[src/rtl/axi_wr_pkg.sv]
// Shared constants for the write-back packer (axi_write_controller, axis_beat_reg).
// Values describe the default 512-bit beat / 32-bit record build.
package axi_wr_pkg;

  localparam int C_AXIS_TDATA_WIDTH_DEF = 512;
  localparam int C_SORTER_BIT_WIDTH_DEF = 32;
  localparam int WORDS_PER_BEAT         = C_AXIS_TDATA_WIDTH_DEF / C_SORTER_BIT_WIDTH_DEF;
  localparam int CNT_W                  = $clog2(WORDS_PER_BEAT);
  localparam int KEEP_BYTES_PER_WORD    = C_SORTER_BIT_WIDTH_DEF / 8;

  localparam logic [C_SORTER_BIT_WIDTH_DEF-1:0] SENTINEL = '0;

endpackage

[src/rtl/axis_beat_reg.sv]
// Reusable AXI4-Stream output holding register: load, tlast, optional tkeep, stall.
// Optional tkeep path is enabled by defining AXI_WRITE_TKEEP_EN.
module axis_beat_reg #(
  parameter int DATA_W = 512
) (
`ifdef AXI_WRITE_TKEEP_EN
  input  logic [DATA_W/8-1:0] i_keep,
  output logic [DATA_W/8-1:0] o_keep,
`endif
  input  logic              i_clk,
  input  logic              i_rst_n,
  input  logic              i_load,
  input  logic [DATA_W-1:0] i_data,
  input  logic              i_last,
  input  logic              i_ready,
  output logic              o_valid,
  output logic [DATA_W-1:0] o_data,
  output logic              o_last,
  output logic              o_done
);

  // Callers only assert i_load when the register is free (empty or draining).
  always_ff @(posedge i_clk or negedge i_rst_n) begin
    if (!i_rst_n) begin
      o_valid <= 1'b0;
      o_data  <= '0;
      o_last  <= 1'b0;
`ifdef AXI_WRITE_TKEEP_EN
      o_keep  <= '0;
`endif
    end else if (i_load) begin
      o_valid <= 1'b1;
      o_data  <= i_data;
      o_last  <= i_last;
`ifdef AXI_WRITE_TKEEP_EN
      o_keep  <= i_keep;
`endif
    end else if (i_ready) begin
      o_valid <= 1'b0;
    end
  end

  always_ff @(posedge i_clk or negedge i_rst_n) begin
    if (!i_rst_n) o_done <= 1'b0;
    else          o_done <= o_valid & i_ready & o_last;
  end

endmodule

[src/rtl/axi_write_controller.sv]
// Packs sorted 32-bit records into 512-bit AXIS beats, holding one full beat back
// so the zero-record sentinel can mark the true final beat. Optional tkeep: AXI_WRITE_TKEEP_EN.
module axi_write_controller
  import axi_wr_pkg::*;
#(
  parameter int C_AXIS_TDATA_WIDTH = C_AXIS_TDATA_WIDTH_DEF,
  parameter int C_SORTER_BIT_WIDTH = C_SORTER_BIT_WIDTH_DEF
) (
  input  logic                          m_axis_aclk,
  input  logic                          m_axis_aresetn,
  input  logic                          fifo_empty,
  input  logic [C_SORTER_BIT_WIDTH-1:0] out_fifo_data,
  output logic                          out_fifo_rd_en,
  output logic                          m_axis_tvalid,
  input  logic                          m_axis_tready,
  output logic [C_AXIS_TDATA_WIDTH-1:0] m_axis_tdata,
`ifdef AXI_WRITE_TKEEP_EN
  output logic [C_AXIS_TDATA_WIDTH/8-1:0] m_axis_tkeep,
`endif
  output logic                          m_axis_tlast,
  output logic                          stream_done
);

  localparam int WPB = C_AXIS_TDATA_WIDTH / C_SORTER_BIT_WIDTH;
  localparam int CW  = $clog2(WPB);
  localparam int BPW = C_SORTER_BIT_WIDTH / 8;

  logic [C_AXIS_TDATA_WIDTH-1:0] r_acc;
  logic [C_AXIS_TDATA_WIDTH-1:0] r_pend;
  logic                          r_pend_v;
  logic [CW-1:0]                 r_cnt;

  logic                          w_out_free;
  logic                          w_pop;
  logic                          w_is_sentinel;
  logic                          w_last_word;
  logic                          w_load;
  logic [C_AXIS_TDATA_WIDTH-1:0] w_acc_ins;
  logic [C_AXIS_TDATA_WIDTH-1:0] w_load_data;

  assign w_out_free     = ~m_axis_tvalid | m_axis_tready;
  assign w_pop          = ~fifo_empty & w_out_free & m_axis_aresetn;
  assign out_fifo_rd_en = w_pop;
  assign w_is_sentinel  = (out_fifo_data == C_SORTER_BIT_WIDTH'(SENTINEL));
  assign w_last_word    = (r_cnt == CW'(WPB - 1));

  // A beat leaves only when the next record proves what kind of beat it is.
  assign w_load      = w_pop & (r_pend_v | w_is_sentinel);
  assign w_load_data = r_pend_v ? r_pend : r_acc;

  always_comb begin
    w_acc_ins = r_acc;
    w_acc_ins[int'(r_cnt)*C_SORTER_BIT_WIDTH +: C_SORTER_BIT_WIDTH] = out_fifo_data;
  end

`ifdef AXI_WRITE_TKEEP_EN
  logic [C_AXIS_TDATA_WIDTH/8-1:0] w_partial_keep;
  logic [C_AXIS_TDATA_WIDTH/8-1:0] w_load_keep;

  always_comb begin
    w_partial_keep = '0;
    for (int i = 0; i < WPB; i++) begin
      if (i < int'(r_cnt)) w_partial_keep[i*BPW +: BPW] = '1;
    end
  end

  assign w_load_keep = r_pend_v ? '1 : w_partial_keep;
`endif

  always_ff @(posedge m_axis_aclk or negedge m_axis_aresetn) begin
    if (!m_axis_aresetn) begin
      r_acc    <= '0;
      r_cnt    <= '0;
      r_pend   <= '0;
      r_pend_v <= 1'b0;
    end else if (w_pop) begin
      if (w_is_sentinel) begin
        r_acc    <= '0;
        r_cnt    <= '0;
        r_pend_v <= 1'b0;
      end else if (w_last_word) begin
        r_pend   <= w_acc_ins;
        r_pend_v <= 1'b1;
        r_acc    <= '0;
        r_cnt    <= '0;
      end else begin
        r_acc    <= w_acc_ins;
        r_cnt    <= r_cnt + 1'b1;
        r_pend_v <= 1'b0;
      end
    end
  end

  axis_beat_reg #(
    .DATA_W (C_AXIS_TDATA_WIDTH)
  ) u_beat_reg (
`ifdef AXI_WRITE_TKEEP_EN
    .i_keep  (w_load_keep),
    .o_keep  (m_axis_tkeep),
`endif
    .i_clk   (m_axis_aclk),
    .i_rst_n (m_axis_aresetn),
    .i_load  (w_load),
    .i_data  (w_load_data),
    .i_last  (w_is_sentinel),
    .i_ready (m_axis_tready),
    .o_valid (m_axis_tvalid),
    .o_data  (m_axis_tdata),
    .o_last  (m_axis_tlast),
    .o_done  (stream_done)
  );

endmodule

[config.mk]
export PLATFORM = sky130hd
export DESIGN_NAME = axi_write_controller
export DESIGN_NICKNAME = d
export VERILOG_FILES = /design/src/rtl/axi_wr_pkg.sv /design/src/rtl/axis_beat_reg.sv /design/src/rtl/axi_write_controller.sv
export SDC_FILE = /design/constraint.sdc
export NUM_CORES = 2
export LEC_CHECK = 0
export BUFFER_PORTS_ARGS = -buffer_cell sky130_fd_sc_hd__buf_4
export CORE_MARGIN = 2
export CORE_UTILIZATION = 60
export CTS_CLUSTER_DIAMETER = 30
export DETAILED_ROUTE_END_ITERATION = 8
export HOLD_SLACK_MARGIN = 0.1
export PLACE_DENSITY_LB_ADDON = 0.15
export SLEW_MARGIN = 20
export SYNTH_ARGS = -nofsm -noshare
export SYNTH_HDL_FRONTEND = slang
export SYNTH_SLANG_ARGS = --single-unit
[constraint.sdc]
create_clock -name m_axis_aclk -period 6.5 [get_ports m_axis_aclk]
set_input_delay 0.975 -clock m_axis_aclk [delete_from_list [all_inputs] [get_ports m_axis_aclk]]
set_output_delay 0.975 -clock m_axis_aclk [all_outputs]
set_load 0.02 [all_outputs]
==> impl_metrics.ini <==
[outcome]
status = finished, violations left
violations = slew limit

[critical_path]
reg2reg_from = r_cnt[0]$_DFFE_PN0P_
cp.required_ns = 7.21
critPathBufInv = 5
crit_type = input port to register
critPathLaunch = m_axis_aresetn
crit_cells = 9
crit_family = buffers and inverters
cp.arrival_ns = 5.09
r2r-end = r_acc[138]$_DFFE_PN0P_
cpPeakStageDelay_ns = 0.62
r2r_slack_ns = 2.41
crit_end = u_beat_reg.o_data[282]$_DFFE_PN0P_
worstPathMaxFanout = 186
reg2reg_depth = 9
worstPathCellList = dlygate4sd3_1, buf_16, nand3b_1, buf_4, inv_8, nand2_4, buf_12, o22ai_1, a21oi_1
crit_path_end_kind = register
startpoint_type = input port
crit_slowest_cell = dlygate4sd3_1

[synthesis]
synth_flop_cell = dfrtp_1
syn_inst = 6155
async_flop_share_pct = 100
syn-num-nets = 6194
synth_edf_count = 0
synth-adder-area-share_pct = 0.0569
ys_warn_count = 0
seq_area_frac_synth_pct = 58.6
synth_top_area_share_pct = 58.6
synth_area_um2 = 66000
synth_top_family_by_area = compound AO/OA/AOI/OAI gates
synth_compound_area_share_pct = 25.3
synth_xor_area_share_pct = 0.0266
yosysTopAreaCell = dfrtp_1
yosys.cell_types.count = 47
synth_area_per_cell_um2 = 10.7
ys_ff_latch = 1544
muxShareOfSynthArea_pct = 6.33
synth.area.top_cells = dfrtp_1 59%, o22ai_1 9.7%, mux2i_1 6.3%
yosys.area_share.simple_pct = 5.48

[sta]
hold_violations = 0
slew-limit-headroom_pct = -2.16
fin_skew_ns = 0.0487
tightest_slew_ns = 1.53
slew_viol_final = 31
clock.fmax_ghz = 0.228
rsz0062_at_grt = no
setup_viol = 0
min_period_over_period_pct = 67.5
finalSetupTns_ns = 0
period_minus_slack_ns = 4.39

[global_routing]
grt_pass1_vias = 56423
grt_max_degree = 207
overflow = 0
grt_pass1_wl_um = 359000
antenna_found_initial = 4
gr-usage-all-layers_pct = 42.0

[cells_and_area]
mostFrequentLayoutCells = 1544 x dfrtp_1, 1025 x o22ai_1, 663 x buf_4
syn2layout_area_growth_pct = 23.8
nNetsFinal = 6545
fillers = 7182
design_area_um2 = 81600
final_cells = 8165
layout_commonest_cell = dfrtp_1
drive_gt1_share_pct = 18.7

[route]
vias_per_cell = 7.01
postRouteAntennaNets = 0
vias = 57242
drc = 0
drtIter0Drc = 7463
wl_per_cell_um = 29.4
first_pass_iters = 6
dr_wl_met2_um = 104000
top_layer_used = met5
drt-met1-wl_um = 89200
wirelength_um = 240000
wl_met3_um = 30700

[floorplan]
die_h_um = 336
start_util_pct = 60.5
pin_count = 552
rows = 121
coreArea_um2 = 109000
dieArea_um2 = 113000
dieWidth_um = 336

[pwr]
power.leakage_nw = 36.9
p_total_w = 0.0357
power_density_nw_per_um2 = 437
vdd_drop_max_mv = 0.320

[cts]
cts-resized-gates = 0
clock_latency_ns = 0.90
cts_buffers = 315
cts_buffer_depth = 4
cts_tree = built
cts.sinks = 1544
htreeDepth = 5
clkTransAtPathRegs_ns = 0.05
clockRootBuffer = clkbuf_16

[place]
placedCellCount = 7601
io_buffers = 551
gpl.final_weighted_congestion = 0.900
dpl.hpwl_um = 137000
placed_cell_area_um2 = 70600

[run]
cap_viol_max_count = 0

[worst_hold_path]
hold_path_class = input port to register
## cell type report
type / instances / area [um2] / share of cell area, %
well taps: 1414 / 1770 / 2.17
clock buffers: 388 / 8670 / 10.6
repair buffers: 689 / 5470 / 6.70
inverters: 5 / 33.8 / 0.0414
clock inverters: 169 / 2340 / 2.86
flip-flops and latches: 1544 / 38600 / 47.3
multi-input cells: 3951 / 24700 / 30.3
diodes: 5 / 12.5 / 0.0153
## logic make-up (layout without fill, tap and decap cells)
family	after synthesis	after routing
multiplexers	416	416
other	0	5
buffers and inverters	660	1251
XOR/XNOR	2	2
AND/OR/NAND/NOR	845	845
flip-flops	1544	1544
adder cells (fa/ha/maj)	3	3
AO/OA/AOI/OAI	2685	2685
## layer usage
layer	track usage, %	up-vias
met2	58.7	3708
met4	25.9	6
li1	-	23842
met1	55.6	29020
met5	1.09	-
met3	15.5	666
## stage by stage
step | setup WS [ns] | utilization [%] | hold slack, ns
global placement | 2.10 | 64.8 | 0.461
global route | 2.02 | 74.9 | 0.348
CTS | 2.31 | 74.9 | 0.326
detailed placement | 1.97 | 64.8 | 0.471
floorplan | 3.37 | - | 0.451
finish | 2.11 | 74.9 | 0.350
## repair_timing
| item | CTS | global route |
|---|---|---|
| setup buffers | 0 | 0 |
| endpoints found under the hold margin | 92 | 0 |
| hold buffers | 1 | 0 |
## sequential cells by signal, summed over array words and instances (netlist names)
register and count:
r_cnt 4, u_beat_reg.o_last 1, u_beat_reg.o_data 512, u_beat_reg.o_done 1, r_acc 512, u_beat_reg.o_valid 1
r_pend 512, r_pend_v 1
## worst min-delay path by stage
stage	from	endpoint	slack [ns]	cells past startpoint
finish	m_axis_tready	u_beat_reg.o_done$_DFF_PN0_	0.35	2
global route	m_axis_tready	u_beat_reg.o_done$_DFF_PN0_	0.35	2
CTS	m_axis_tready	u_beat_reg.o_done$_DFF_PN0_	0.33	2
detailed placement	r_pend[115]$_DFFE_PN0P_	r_pend[115]$_DFFE_PN0P_	0.47	2
global placement	r_pend[126]$_DFFE_PN0P_	r_pend[126]$_DFFE_PN0P_	0.46	2
floorplan	r_pend[100]$_DFFE_PN0P_	r_pend[100]$_DFFE_PN0P_	0.45	2
## where the power goes
group          total, W  switching [W]  leakage [nW]  internal [W]
clock            0.0167        0.00532          5.35        0.0114
sequential       0.0124        0.00131          21.4        0.0111
combinational   0.00655        0.00413          10.1       0.00242
total            0.0357         0.0108          36.9        0.0249
## cells in the mapped netlist (all sizes together) (63+ instances only)
| cell | count |
|---|---|
| dfrtp | 1544 |
| o22ai | 1025 |
| a21oi | 609 |
| nand2 | 585 |
| o21ai | 530 |
| clkbuf | 434 |
| a22o | 422 |
| mux2i | 416 |
| buf | 221 |
| nor2 | 95 |
| o2bb2ai | 90 |
| and2 | 63 |
No activity file was read; power rests on OpenSTA's default activity.
